$ cat config.mk
export PLATFORM = sky130hd
export DESIGN_NAME = decoder_scan
export DESIGN_NICKNAME = d
export VERILOG_FILES = /design/src/rtl/decoder_scan.sv
export SDC_FILE = /design/constraint.sdc
export NUM_CORES = 1
export LEC_CHECK = 0
export ABC_AREA = 1
export CAP_MARGIN = 10
export CORE_MARGIN = 2
export CORE_UTILIZATION = 25
export CTS_BUF_LIST = sky130_fd_sc_hd__clkbuf_4 sky130_fd_sc_hd__clkbuf_8
export DETAILED_ROUTE_END_ITERATION = 10
export HOLD_SLACK_MARGIN = 0.1
export PLACE_DENSITY_LB_ADDON = 0.25
export SYNTH_ARGS = -nofsm -noshare
export SYNTH_HDL_FRONTEND = slang
export SYNTH_SLANG_ARGS = --single-unit
$ cat constraint.sdc
create_clock -name clk -period 3.5 [get_ports clk]
set_input_delay 0.7 -clock clk [delete_from_list [all_inputs] [get_ports clk]]
set_output_delay 0.7 -clock clk [all_outputs]
set_load 0.02 [all_outputs]
$ cat src/rtl/decoder_scan.sv
// Registered one-hot decoder with a scan mode that walks a single hot bit
// across every output, holding each one for a programmable dwell.
module decoder_scan #(
  parameter int SEL_W   = 3,
  parameter int DWELL_W = 4
) (
  input  logic                    clk,
  input  logic                    rst_n,
  input  logic                    en,
  input  logic                    mode,
  input  logic [SEL_W-1:0]        sel,
  input  logic                    start,
  output logic                    ready,
  input  logic [DWELL_W-1:0]      dwell,
  input  logic                    cont,
  output logic [(2**SEL_W)-1:0]   out,
  output logic                    busy,
  output logic                    wrap,
  output logic [SEL_W-1:0]        idx
);

  localparam int OUT_W = 2**SEL_W;

  typedef enum logic {
    IDLE,
    SCAN
  } state_t;

  state_t              state;
  state_t              state_n;
  logic [DWELL_W-1:0]  dwell_cnt;
  logic [DWELL_W-1:0]  dwell_cnt_n;
  logic [DWELL_W-1:0]  dwell_r;
  logic [DWELL_W-1:0]  dwell_r_n;
  logic [SEL_W-1:0]    start_idx;
  logic [SEL_W-1:0]    start_idx_n;
  logic [SEL_W-1:0]    idx_n;
  logic [SEL_W-1:0]    nxt;
  logic                cont_r;
  logic                cont_r_n;
  logic                busy_n;
  logic                wrap_n;
  logic [OUT_W-1:0]    out_n;
  logic                accept;
  logic                step_done;
  logic                last;

  function automatic logic [OUT_W-1:0] onehot(input logic [SEL_W-1:0] i);
    logic [OUT_W-1:0] v;
    v    = '0;
    v[i] = 1'b1;
    return v;
  endfunction

  assign ready     = ~busy;
  assign accept    = start & ready & en & mode;
  // Index increment relies on natural SEL_W-bit rollover to return to 0.
  assign nxt       = idx + SEL_W'(1);
  assign step_done = (dwell_cnt == '0);
  assign last      = (nxt == start_idx);

  always_ff @(posedge clk or negedge rst_n) begin
    if (!rst_n) begin
      state     <= IDLE;
      out       <= '0;
      busy      <= 1'b0;
      wrap      <= 1'b0;
      idx       <= '0;
      dwell_cnt <= '0;
      dwell_r   <= '0;
      start_idx <= '0;
      cont_r    <= 1'b0;
    end else begin
      state     <= state_n;
      out       <= out_n;
      busy      <= busy_n;
      wrap      <= wrap_n;
      idx       <= idx_n;
      dwell_cnt <= dwell_cnt_n;
      dwell_r   <= dwell_r_n;
      start_idx <= start_idx_n;
      cont_r    <= cont_r_n;
    end
  end

  always_comb begin
    state_n = state;
    case (state)
      IDLE: begin
        if (accept) begin
          state_n = SCAN;
        end
      end
      SCAN: begin
        // Dropping mode aborts regardless of en.
        if (!mode) begin
          state_n = IDLE;
        end else if (en && step_done && last && !cont_r) begin
          state_n = IDLE;
        end
      end
      default: state_n = IDLE;
    endcase
  end

  always_comb begin
    out_n       = out;
    busy_n      = busy;
    wrap_n      = 1'b0;
    idx_n       = idx;
    dwell_cnt_n = dwell_cnt;
    dwell_r_n   = dwell_r;
    start_idx_n = start_idx;
    cont_r_n    = cont_r;
    case (state)
      IDLE: begin
        busy_n = 1'b0;
        idx_n  = '0;
        if (!mode) begin
          out_n = en ? onehot(sel) : '0;
        end else if (accept) begin
          start_idx_n = sel;
          dwell_r_n   = dwell;
          cont_r_n    = cont;
          idx_n       = sel;
          out_n       = onehot(sel);
          dwell_cnt_n = dwell;
          busy_n      = 1'b1;
        end else begin
          out_n = '0;
        end
      end
      SCAN: begin
        if (!mode) begin
          busy_n = 1'b0;
          idx_n  = '0;
          out_n  = en ? onehot(sel) : '0;
        end else if (en) begin
          if (!step_done) begin
            dwell_cnt_n = dwell_cnt - DWELL_W'(1);
          end else if (!last || cont_r) begin
            idx_n       = nxt;
            out_n       = onehot(nxt);
            dwell_cnt_n = dwell_r;
            wrap_n      = last;
          end else begin
            wrap_n = 1'b1;
            out_n  = '0;
            idx_n  = '0;
            busy_n = 1'b0;
          end
        end
      end
      default: begin
        out_n  = '0;
        busy_n = 1'b0;
        idx_n  = '0;
      end
    endcase
  end

endmodule

==> metrics.md <==
| Metric | Value |
|---|---|
| Status | complete, no violations |
| Maximum clock path buffer count | 2 |
| Cell Pwr Density | a little under 800 nW/um2 |
| Post-CTS Resized | 0 |
| Hold-fix buffer count after cts | 0 |
| Syn_area_per_cell | ~7.5 um2 |
| Combined area of all synthesized cells | 1650 um2 |
| Number of max-slew violations in the final report | 0 |
| Most area-hungry cell type in the Yosys netlist | sky130_fd_sc_hd__dfrtp_1 |
| FF/Latch Area | approximately 650 um2 |
| Min-Delay Path Depth | 2 |
| Number of vias per cell | roughly 4.5 |
| Hold Fails Final Rpt | 0 |
| Clk_lat worst skew | 270 ps |
| Largest fanout of any net on the critical path | 3 |
| Post-DP HPWL | 2.93 mm |
| Diodes inserted | 0 |
| Antenna violations before repair | 0 |
| Pin count of the biggest net entering global routing | 27 |
| Fraction of final layout cells sized beyond drive strength 1 | 13.1% |
| Final GP Congestion | just over 0.8 |
| Number of antenna-violating nets in the routed design | 0 |
| Core footprint | between 6000 and 7000 um2 |
| Setup repair after global routing missed its margin | false |
| Path type of the worst setup path | flop to output pin |
| Fin Clk Skew | roughly 3.4 ps |
| Buffer count from post-CTS setup fixing | 0 |
| Area fraction of the dominant cell type after synthesis | between 30 and 40% |
| Total global routing track utilization | 11.6% |
| Fraction of the cycle the final worst path needs | between 60 and 70% |
| Final routed wire length divided by cell count | around 12 um |
| Setup slack of the most critical reg-to-reg path | approximately 1500 ps |
| Remaining routing DRC violations | 0 |
| Yosys warning total | 0 |
| I/O pin count | 27 |
| Net count after synthesis | roughly 240 |
| Area used by multi-input combinational logic | between 800 and 900 um2 |
| Seq cells post-synth | 26 |
| Reg-to-reg endpoint | busy |
| WHS Endpoint | dwell_cnt[0] |
| Startpoint of the lowest-slack hold path | dwell_cnt[0] |
| Maximum capacitance violations | 0 |
| Number of DRC markers after the initial detailed-route iteration | 83 |
| Clock edge transition at the registers on the reported setup and hold paths | roughly 90 ps |
| Arrival time at the worst endpoint | 1400 ps |
| Die width | between 80 and 90 um |
| Part of the Yosys area used for sequential elements | just under 40% |
| First drt pass iteration count | 4 |
| Vias in the first global route | 1,398 |
| Final core utilization | a little under a third |
| Library cell used as clock root buffer | sky130_fd_sc_hd__clkbuf_8 |
| Area growth from synthesis to layout | 21.9% |
| FF-to-FF Start | idx[0] |
| Highest clock rate | between 400 and 500 MHz |
| Post-layout nets | 262 |
| Peak supply drop | ~0.00022 V |
| Global route overflow | 0 |
| Final min period | between 2000 and 2500 ps |
| # fillers | between 700 and 800 |
| Total clock buffers created by CTS | 3 |
| Total via count after detailed routing | between 1,000 and 1,500 |
| Starting density of the core | between 20% and 30% |
| Final number of setup-violating endpoints | 0 |
| Maximum level of the CTS H-tree | 1 |
| Y dimension of the die | ~85 um |
| Input/output buffers | 26 |
| Slew at the pin closest to its max-slew limit | between 500 and 600 ps |
| Worst Setup End Kind | output pin |
| Category of the worst setup path launch point | flop |
| Static Leakage | 0.00102 uW |
| Hold WC Path Type | flop to flop |
| Final routed wirelength across all metal layers | 3.88 mm |
| First-pass GRT wire length | 6.86 mm |
| Total negative slack for setup checks | 0 ps |
| Number of distinct library cells after synthesis | 27 |
| Depth of the most critical reg-to-reg path | 10 |
| Data required time of the worst path | ~2800 ps |
| Clock tree from TritonCTS | done |
| Count of mapped cells out of synthesis | 221 |
| Full die area | around 7300 um2 |
| Worst slew margin relative to its limit | 65.4% |
| Clk sink count | 26 |
| Num rows | 29 |
| Dominant cells by area after synthesis | sky130_fd_sc_hd__dfrtp_1 39%, sky130_fd_sc_hd__nand2_1 12%, sky130_fd_sc_hd__inv_1 6.4% |
cell families (layout without fill, tap and decap cells):
group	Yosys count	in the layout	share of synthesized area, %
buffers and inverters	39	62	9.92
adder cells (fa/ha/maj)	3	3	2.27
XOR/XNOR	1	1	0.530
AND/OR/NAND/NOR	122	122	37.1
flip-flops	26	26	39.4
AO/OA/AOI/OAI	30	30	10.8
metal layers:
layer	GRT usage (%)	part of all wire, %
met3	1.56	3.6
met4	3.46	1.3
met5	0	0
met2	17.0	42
met1	17.5	53
power by group:
group | total, uW | switching, uW | internal (uW)
logic | 884 | 555 | 329
clock network | 173 | 95.5 | 77.2
registers | 523 | 98.9 | 424
total | 1580 | 749 | 830
worst max-delay path by stage:
stage / start / to / slack (ps)
after floorplan: idx[0] / idx[0] / 1800
after global placement: en / out[7] / 1250
after detailed placement: mode / out[7] / 1220
after CTS: busy / ready / 1370
after global routing: idx[0] / busy / 1290
final: busy / ready / 1400
per-stage QoR:
| step | hold WS [ps] | power, uW | cell area (um2) | cells | worst slack (ps) |
|---|---|---|---|---|---|
| 6_report | 509 | 1580 | 2010 | 321 | 1400 |
| 5_1_grt | 547 | 1740 | 2010 | 321 | 1290 |
| 4_1_cts | 512 | 1600 | 2010 | 321 | 1370 |
| 3_5_place_dp | 487 | 1420 | 1970 | 318 | 1220 |
| 3_3_place_gp | 482 | 1420 | 1970 | 318 | 1250 |
| 2_1_floorplan | 404 | 1180 | 1650 | 221 | 1800 |
cell usage in the layout, fill, tap and decap left out:
| cell type | Yosys | routed |
|---|---|---|
| sky130_fd_sc_hd__inv_1 | 28 | 28 |
| sky130_fd_sc_hd__o21ai_2 | 1 | 1 |
| sky130_fd_sc_hd__nor3_1 | 4 | 4 |
| sky130_fd_sc_hd__nor2_2 | 2 | 2 |
| sky130_fd_sc_hd__clkbuf_8 | 0 | 3 |
| sky130_fd_sc_hd__nand4_2 | 5 | 5 |
| sky130_fd_sc_hd__dfrtp_1 | 26 | 26 |
| sky130_fd_sc_hd__nor2_1 | 24 | 24 |
| sky130_fd_sc_hd__nor2_4 | 1 | 1 |
| sky130_fd_sc_hd__a21oi_1 | 15 | 15 |
| sky130_fd_sc_hd__clkdlybuf4s50_1 | 0 | 26 |
| sky130_fd_sc_hd__nand2_1 | 54 | 54 |
| sky130_fd_sc_hd__xnor2_1 | 1 | 1 |
| sky130_fd_sc_hd__a31oi_1 | 3 | 3 |
| sky130_fd_sc_hd__nand4_1 | 4 | 4 |
| sky130_fd_sc_hd__o21ai_0 | 8 | 8 |
| sky130_fd_sc_hd__ha_1 | 3 | 3 |
| sky130_fd_sc_hd__inv_2 | 4 | 4 |
| sky130_fd_sc_hd__a22oi_1 | 2 | 2 |
| sky130_fd_sc_hd__nand2_2 | 6 | 6 |
| sky130_fd_sc_hd__nor4_1 | 1 | 1 |
| sky130_fd_sc_hd__a31oi_4 | 1 | 1 |
| sky130_fd_sc_hd__nand3_1 | 13 | 13 |
| sky130_fd_sc_hd__buf_4 | 2 | 1 |
| sky130_fd_sc_hd__nand3_2 | 8 | 8 |
cells in the mapped netlist:
cell type	count
sky130_fd_sc_hd__ha_1	3
sky130_fd_sc_hd__buf_6	1
sky130_fd_sc_hd__nor2_1	24
sky130_fd_sc_hd__a31oi_1	3
sky130_fd_sc_hd__nand2_2	6
sky130_fd_sc_hd__o21ai_0	8
sky130_fd_sc_hd__buf_4	2
sky130_fd_sc_hd__o21ai_2	1
sky130_fd_sc_hd__inv_2	4
sky130_fd_sc_hd__nor4_1	1
sky130_fd_sc_hd__buf_1	1
sky130_fd_sc_hd__nand2_1	54
sky130_fd_sc_hd__xnor2_1	1
sky130_fd_sc_hd__a21oi_1	15
sky130_fd_sc_hd__nand4_2	5
sky130_fd_sc_hd__nor2_4	1
sky130_fd_sc_hd__nor3_1	4
sky130_fd_sc_hd__a22oi_1	2
sky130_fd_sc_hd__clkbuf_1	1
sky130_fd_sc_hd__inv_1	28
sky130_fd_sc_hd__nor2_2	2
sky130_fd_sc_hd__nand3_2	8
sky130_fd_sc_hd__nand4_1	4
sky130_fd_sc_hd__a31oi_4	1
sky130_fd_sc_hd__nand3_1	13
sky130_fd_sc_hd__dfrtp_1	26
sky130_fd_sc_hd__buf_2	2
area by class of cell:
| class | count | share of cell area, % |
|---|---|---|
| multi-input cells | 156 | 41.6 |
| flip-flops and latches | 26 | 32.3 |
| repair buffers | 27 | 13.3 |
| inverters | 32 | 5.96 |
| well taps | 77 | 4.78 |
| clock buffers | 3 | 2.05 |
worst max-delay path: stages, from the launching register on:
cell	delay [ps]
sky130_fd_sc_hd__dfrtp_1	400
sky130_fd_sc_hd__inv_1	110
sky130_fd_sc_hd__clkdlybuf4s50_1	620
registers in the layout, summed over array words and instances (netlist names):
| register | flops |
|---|---|
| out | 8 |
| dwell_cnt | 4 |
| dwell_r | 4 |
| idx | 3 |
| start_idx | 3 |
| busy | 1 |
| cont_r | 1 |
| state | 1 |
| wrap | 1 |
Note: power is estimated with default switching activity, not from simulation.
